===== config.mk =====
export PLATFORM = sky130hd
export DESIGN_NAME = pipe_ctrl_fsm
export DESIGN_NICKNAME = d
export VERILOG_FILES = /design/src/rtl/pipe_ctrl_fsm_pkg.sv /design/src/rtl/pipe_ctrl_fsm_dmem_watchdog.sv /design/src/rtl/pipe_ctrl_fsm.sv
export SDC_FILE = /design/constraint.sdc
export NUM_CORES = 1
export LEC_CHECK = 0
export CAP_MARGIN = 30
export CORE_MARGIN = 5
export CORE_UTILIZATION = 50
export DETAILED_ROUTE_END_ITERATION = 10
export PLACE_DENSITY = 0.8
export SYNTH_ARGS = -nofsm -noshare
export SYNTH_HDL_FRONTEND = slang
export SYNTH_SLANG_ARGS = --single-unit

===== constraint.sdc =====
create_clock -name clk -period 3.2 [get_ports clk]
set_input_delay 0.64 -clock clk [delete_from_list [all_inputs] [get_ports clk]]
set_output_delay 0.64 -clock clk [all_outputs]
set_load 0.05 [all_outputs]

===== src/rtl/pipe_ctrl_fsm_pkg.sv =====
// Shared definitions for the pipeline sequencer: FSM state encoding, the
// NOP word the datapath flush muxes load, and the stage-control bundle.
package pipe_ctrl_fsm_pkg;

  // Sequencer state: normal issue, or frozen waiting on D-mem.
  typedef enum logic {
    PCS_RUN   = 1'b0,
    PCS_DWAIT = 1'b1
  } pcs_e;

  // Encoding loaded by the pipeline-register flush muxes (addi x0,x0,0).
  localparam logic [31:0] NOP_INSTR = 32'h0000_0013;

  // Per-stage control bundle driven by the sequencer every cycle.
  typedef struct packed {
    logic pc_we;
    logic pc_redirect;
    logic if_id_we;
    logic if_id_flush;
    logic id_ex_we;
    logic id_ex_flush;
    logic ex_mem_we;
    logic mem_wb_we;
    logic mem_wb_flush;
  } pipe_ctl_t;

  // Everything advances, nothing is squashed.
  localparam pipe_ctl_t CTL_RUN = '{
    pc_we:        1'b1,
    pc_redirect:  1'b0,
    if_id_we:     1'b1,
    if_id_flush:  1'b0,
    id_ex_we:     1'b1,
    id_ex_flush:  1'b0,
    ex_mem_we:    1'b1,
    mem_wb_we:    1'b1,
    mem_wb_flush: 1'b0
  };

  // Before the first post-reset edge: nothing writes, every stage holds a NOP.
  localparam pipe_ctl_t CTL_RESET = '{
    pc_we:        1'b0,
    pc_redirect:  1'b0,
    if_id_we:     1'b0,
    if_id_flush:  1'b1,
    id_ex_we:     1'b0,
    id_ex_flush:  1'b1,
    ex_mem_we:    1'b0,
    mem_wb_we:    1'b0,
    mem_wb_flush: 1'b1
  };

endpackage


===== src/rtl/pipe_ctrl_fsm_dmem_watchdog.sv =====
// D-mem wait watchdog: counts consecutive wait cycles and pulses dmem_timeout
// once, on the DMEM_TIMEOUT-th wait cycle. The counter saturates one past the
// pulse point so a long stall cannot re-trigger it by wrapping.
module pipe_dmem_watchdog #(
  parameter int DMEM_TIMEOUT = 256,
  parameter int TO_W         = 9
) (
  input  logic clk,
  input  logic rst_n,
  input  logic waiting,    // qualified D-mem wait this cycle
  input  logic in_dwait,   // sequencer already in DWAIT state
  output logic dmem_timeout
);

  localparam logic [TO_W-1:0] TO_LAST = TO_W'(DMEM_TIMEOUT - 1);
  localparam logic [TO_W-1:0] TO_SAT  = TO_W'(DMEM_TIMEOUT);

  logic [TO_W-1:0] to_cnt;

  // Count wait cycles; any non-wait cycle (DWAIT exit) clears the count.
  always_ff @(posedge clk or negedge rst_n) begin
    if (!rst_n)              to_cnt <= '0;
    else if (!waiting)       to_cnt <= '0;
    else if (to_cnt != TO_SAT) to_cnt <= to_cnt + 1'b1;
  end

  // First wait cycle is seen in RUN with to_cnt=0, so the N-th is at N-1.
  assign dmem_timeout = waiting & in_dwait & (to_cnt == TO_LAST);

endmodule


===== src/rtl/pipe_ctrl_fsm.sv =====
// Central sequencer for the 5-stage core. Merges D-mem wait, EX redirect,
// load-use stall and I-mem fetch wait into per-stage write-enable / flush
// controls and the PC update strobe. Decisions are combinational from state
// and inputs and take effect at the next edge.
// Optional feature macro: PIPE_PERF_EN adds stall/redirect perf counters.
module pipe_ctrl_fsm
  import pipe_ctrl_fsm_pkg::*;
#(
  parameter int DMEM_TIMEOUT = 256,
  parameter int TO_W         = 9
`ifdef PIPE_PERF_EN
  ,
  parameter int PERF_W       = 32
`endif
) (
  input  logic clk,
  input  logic rst_n,
  input  logic load_use_stall,
  input  logic ex_redirect,
  input  logic mem_req,
  input  logic dmem_ready,
  input  logic imem_ready,
  output logic pc_we,
  output logic pc_redirect,
  output logic if_id_we,
  output logic if_id_flush,
  output logic id_ex_we,
  output logic id_ex_flush,
  output logic ex_mem_we,
  output logic mem_wb_we,
  output logic mem_wb_flush,
  output logic dmem_timeout
`ifdef PIPE_PERF_EN
  ,
  output logic [PERF_W-1:0] perf_stall_cnt,
  output logic [PERF_W-1:0] perf_flush_cnt
`endif
);

  pcs_e      state, state_nxt;
  logic      drain, drain_nxt;
  logic      started;
  logic      dwait;
  pipe_ctl_t ctl;

  assign dwait = mem_req & ~dmem_ready;

  // State register; started marks the first edge after reset release.
  always_ff @(posedge clk or negedge rst_n) begin
    if (!rst_n) begin
      state   <= PCS_RUN;
      drain   <= 1'b0;
      started <= 1'b0;
    end else begin
      state   <= state_nxt;
      drain   <= drain_nxt;
      started <= 1'b1;
    end
  end

  // Next state and stage controls, priority: dwait > redirect > stall > fetch.
  always_comb begin
    ctl       = CTL_RUN;
    state_nxt = PCS_RUN;
    drain_nxt = drain;
    if (!started) begin
      ctl       = CTL_RESET;
      drain_nxt = 1'b0;
    end else if (dwait) begin
      // Freeze everything up to MEM; WB gets a bubble. A redirect or stall
      // in EX/ID is held in place and will be presented again later.
      ctl.pc_we        = 1'b0;
      ctl.if_id_we     = 1'b0;
      ctl.id_ex_we     = 1'b0;
      ctl.ex_mem_we    = 1'b0;
      ctl.mem_wb_flush = 1'b1;
      state_nxt        = PCS_DWAIT;
    end else begin
      // A returning fetch while draining is the wrong-path one: drop it.
      if (imem_ready) drain_nxt = 1'b0;
      if (ex_redirect) begin
        ctl.pc_redirect = 1'b1;
        ctl.if_id_flush = 1'b1;
        ctl.id_ex_flush = 1'b1;
        // Fetch still outstanding means it belongs to the old path.
        drain_nxt       = ~imem_ready;
      end else if (load_use_stall) begin
        ctl.pc_we       = 1'b0;
        ctl.if_id_we    = 1'b0;
        ctl.id_ex_flush = 1'b1;
      end else if (!imem_ready || drain) begin
        // Either no fetch yet, or the fetch is wrong-path: bubble into ID
        // and hold PC so the (target) fetch is reissued.
        ctl.pc_we       = 1'b0;
        ctl.if_id_flush = 1'b1;
      end
    end
  end

  assign pc_we        = ctl.pc_we;
  assign pc_redirect  = ctl.pc_redirect;
  assign if_id_we     = ctl.if_id_we;
  assign if_id_flush  = ctl.if_id_flush;
  assign id_ex_we     = ctl.id_ex_we;
  assign id_ex_flush  = ctl.id_ex_flush;
  assign ex_mem_we    = ctl.ex_mem_we;
  assign mem_wb_we    = ctl.mem_wb_we;
  assign mem_wb_flush = ctl.mem_wb_flush;

  pipe_dmem_watchdog #(
    .DMEM_TIMEOUT (DMEM_TIMEOUT),
    .TO_W         (TO_W)
  ) u_wdog (
    .clk          (clk),
    .rst_n        (rst_n),
    .waiting      (started & dwait),
    .in_dwait     (state == PCS_DWAIT),
    .dmem_timeout (dmem_timeout)
  );

`ifdef PIPE_PERF_EN
  logic redirect_acc;
  assign redirect_acc = started & ~dwait & ex_redirect;

  // Free-running perf counters: cycles without PC advance, accepted redirects.
  always_ff @(posedge clk or negedge rst_n) begin
    if (!rst_n) begin
      perf_stall_cnt <= '0;
      perf_flush_cnt <= '0;
    end else begin
      if (started && !ctl.pc_we) perf_stall_cnt <= perf_stall_cnt + 1'b1;
      if (redirect_acc)          perf_flush_cnt <= perf_flush_cnt + 1'b1;
    end
  end
`endif

endmodule


==> impl_metrics.env <==
export IMPL_relSlewSlack_pct=64.1
export IMPL_critPathSlowestCell="clkdlybuf4s50_1"
export IMPL_grt_pass1_vias=570
export IMPL_numCtsBuffers=3
export IMPL_timing_final_crit_period_ns=2.85
export IMPL_synth_cell_types=29
export IMPL_drt_iter0_markers=11
export IMPL_seq_area_um2=300
export IMPL_outcome="finished, final reports clean"
export IMPL_insertion_delay_ns=0.28
export IMPL_core_um2=1300
export IMPL_io_pins=17
export IMPL_timing_critical_path_mode_cell="clkdlybuf4s50_1"
export IMPL_grt_pass1_wl_um=2560
export IMPL_wire_per_inst_um=13.2
export IMPL_postCtsResizedCells=0
export IMPL_seqPwrFrac_pct=45.2
export IMPL_rows=13
export IMPL_worst_hold_startpoint="drain"
export IMPL_grt_max_degree=13
export IMPL_design_area_um2=910
export IMPL_tightest_slew_ns=0.537
export IMPL_worst_setup_path_type="in2out"
export IMPL_end_kind="primary output"
export IMPL_finalNetCount=105
export IMPL_leakagePower_uw=0.000393
export IMPL_area_delta_synth_final_pct=31.2
export IMPL_setup_viol=0
export IMPL_syn_avg_cell_area_um2=9.24
export IMPL_synth_edf_count=0
export IMPL_wl_um=1430
export IMPL_via_per_inst=5.53
export IMPL_dpl_cell_count=105
export IMPL_maxCapViolCount=0
export IMPL_r2r_cells=5
export IMPL_post_dp_cell_area_um2=873
export IMPL_grt_ovfl_total=0
export IMPL_multi_input_area_um2=340
export IMPL_p_clk_share_pct=34.8
export IMPL_power_switching_uw=97.5
export IMPL_grt_total_usage_pct=17.0
export IMPL_ys_warn_count=0
export IMPL_dpl_hpwl_um=1160
export IMPL_synthesis_instances=75
export IMPL_insertedDiodeCount=0
export IMPL_cp_slowest_stage_delay_ns=0.83
export IMPL_path_buf_inv=2
export IMPL_comb_power_share_pct=19.9
export IMPL_stdcell_count=109
export IMPL_hold_path_endpoint="drain"
export IMPL_ant_nets=0
export IMPL_root_buffer="clkbuf_4"
export IMPL_synth_ff_latch_count=12
export IMPL_die_area_um2=2230
export IMPL_place_congestion=0.780
export IMPL_tns_ns=0
export IMPL_grt_setup_unrepaired="false"
export IMPL_drtPass1Iterations=4
export IMPL_start_util_pct=53.3
export IMPL_finalCritPeriodShare_pct=88.9
export IMPL_r2r_end="u_wdog.to_cnt[8]"
export IMPL_power_density_nw_per_um2=380
export IMPL_crit_chain="clkdlybuf4s50_1, nand2b_1, nand2_1, clkdlybuf4s50_1"
export IMPL_critical_path_required_ns=2.56
export IMPL_portBuffers=16
export IMPL_hp_class="reg2reg"
export IMPL_finClkSkew_ns=0.0114
export IMPL_reg2reg_slack_ns=1.72
export IMPL_peakVddDrop_mv=0.212
export IMPL_start_kind="input pin"
export IMPL_clock_sinks=12
export IMPL_cts_max_level=1
export IMPL_clk_pin_slew_ns=0.08
export IMPL_async_reset_ff_share_pct=100
export IMPL_worstPathMaxFanout=5
export IMPL_syn_area_um2=693
export IMPL_p_int_uw=248
export IMPL_synth_ff_type="dfrtp_1"
export IMPL_ys_seq_area_share_pct=43.3
export IMPL_synthesis_nets=85
export IMPL_clockBufferDepth=2
export IMPL_fillers=118
export IMPL_die_h_um=47.2
export IMPL_r2r_start="u_wdog.to_cnt[0]"
export IMPL_vias=603
export IMPL_hold_viol=0
export IMPL_antenna_found_initial=0
export IMPL_post_cts_buffers=0
export IMPL_path_delay_family="buffers and inverters"
export IMPL_slew_viol_final=0
export IMPL_drc=0
export IMPL_fmax_mhz=351
export IMPL_ctsHoldBuffers=0
export IMPL_die_w_um=47.2
export IMPL_hold_depth=2
export IMPL_drive_gt1_share_pct=18.1
export IMPL_switching_share_pct=28.2
export IMPL_worstPathArrival_ns=2.21
export IMPL_cts_tree="yes"
==> cell type report <==
type,count,area share [%]
inverter,11,4.54
sequential,12,33.0
multi-input combinational,50,37.4
timing repair buffer,17,19.0
clock buffer,4,3.99
tap,15,2.06
==> routing by layer <==
layer | vias up | share of wire, % | global-route usage (%)
met3 | 2 | 4.6 | 6.90
met5 | - | 0 | 0
met2 | 11 | 48 | 25.9
li1 | 302 | - | -
met1 | 288 | 47 | 21.0
met4 | 0 | 0.77 | 7.73
==> Yosys cell counts, types with 2 or more instances <==
cell	number	share of area [%]
nor3_1	3	2.2
nand3b_1	2	2.2
o21ai_1	3	2.2
a21oi_1	10	7.2
dfrtp_1	12	43
or3_1	3	2.7
ha_1	3	5.4
nand2_1	3	1.6
nand3_1	3	2.2
o31a_1	2	2.5
inv_1	11	6.0
nor2_1	3	1.6
==> per-stage QoR <==
| step | power, uW | utilization [%] | worst slack, ns | hold WS, ns |
|---|---|---|---|---|
| after global placement | 227 | 67.1 | 0.384 | 0.577 |
| final | 345 | 69.9 | 0.354 | 0.597 |
| after global routing | 362 | 69.9 | 0.272 | 0.630 |
| after floorplan | 199 | - | 0.517 | 0.344 |
| after CTS | 349 | 69.9 | 0.360 | 0.599 |
| after detailed placement | 228 | 67.1 | 0.362 | 0.590 |
==> state kept, by name, indices dropped and copies added (netlist names) <==
register / flops
drain: 1
started: 1
state: 1
u_wdog.to_cnt: 9
==> worst min-delay path: cells and delay by family, from the launching register on <==
family	cells	cell delay, ns
flops	1	0.39
compound gates	2	0.17
==> power groups by stage <==
stage	Combinational [uW]	Clock (uW)	Sequential [uW]
final	68.9	120	156
after CTS	69.2	124	156
after global routing	72.8	132	157
after detailed placement	69.2	0	159
after global placement	68.3	0	159
after floorplan	37.8	0	161
==> placed cells by master (no fill, tap or decap), types with 2 or more instances in the layout <==
master | Yosys | layout
nand2_1 | 3 | 3
a21oi_1 | 10 | 10
nor3_1 | 3 | 3
clkdlybuf4s50_1 | 0 | 8
buf_4 | 1 | 7
clkbuf_4 | 0 | 3
ha_1 | 3 | 3
or3_1 | 3 | 3
o21ai_1 | 3 | 3
nand3b_1 | 2 | 2
nor2_1 | 3 | 3
inv_1 | 11 | 11
buf_12 | 0 | 2
o31a_1 | 2 | 2
nand3_1 | 3 | 3
dfrtp_1 | 12 | 12
==> how the worst max path moves through the flow <==
stage               start            to  depth (start not counted)
2_1_floorplan     started      if_id_we                          2
3_3_place_gp   dmem_ready  mem_wb_flush                          4
3_5_place_dp   dmem_ready  mem_wb_flush                          4
4_1_cts        dmem_ready  mem_wb_flush                          4
5_1_grt        dmem_ready  mem_wb_flush                          4
6_report       dmem_ready  mem_wb_flush                          4
==> cells by family (layout without fill, tap and decap cells) <==
kind of cell	after synthesis	in the layout	synth area share, %
xor+xnor	2	2	2.53
fa+ha+maj	3	3	5.42
simple gates	25	25	23.5
compound gates	19	19	17.1
flops	12	12	43.3
other cells	1	1	0.541
buf+inv	13	32	7.58
Power figures use the tool's default switching activity.
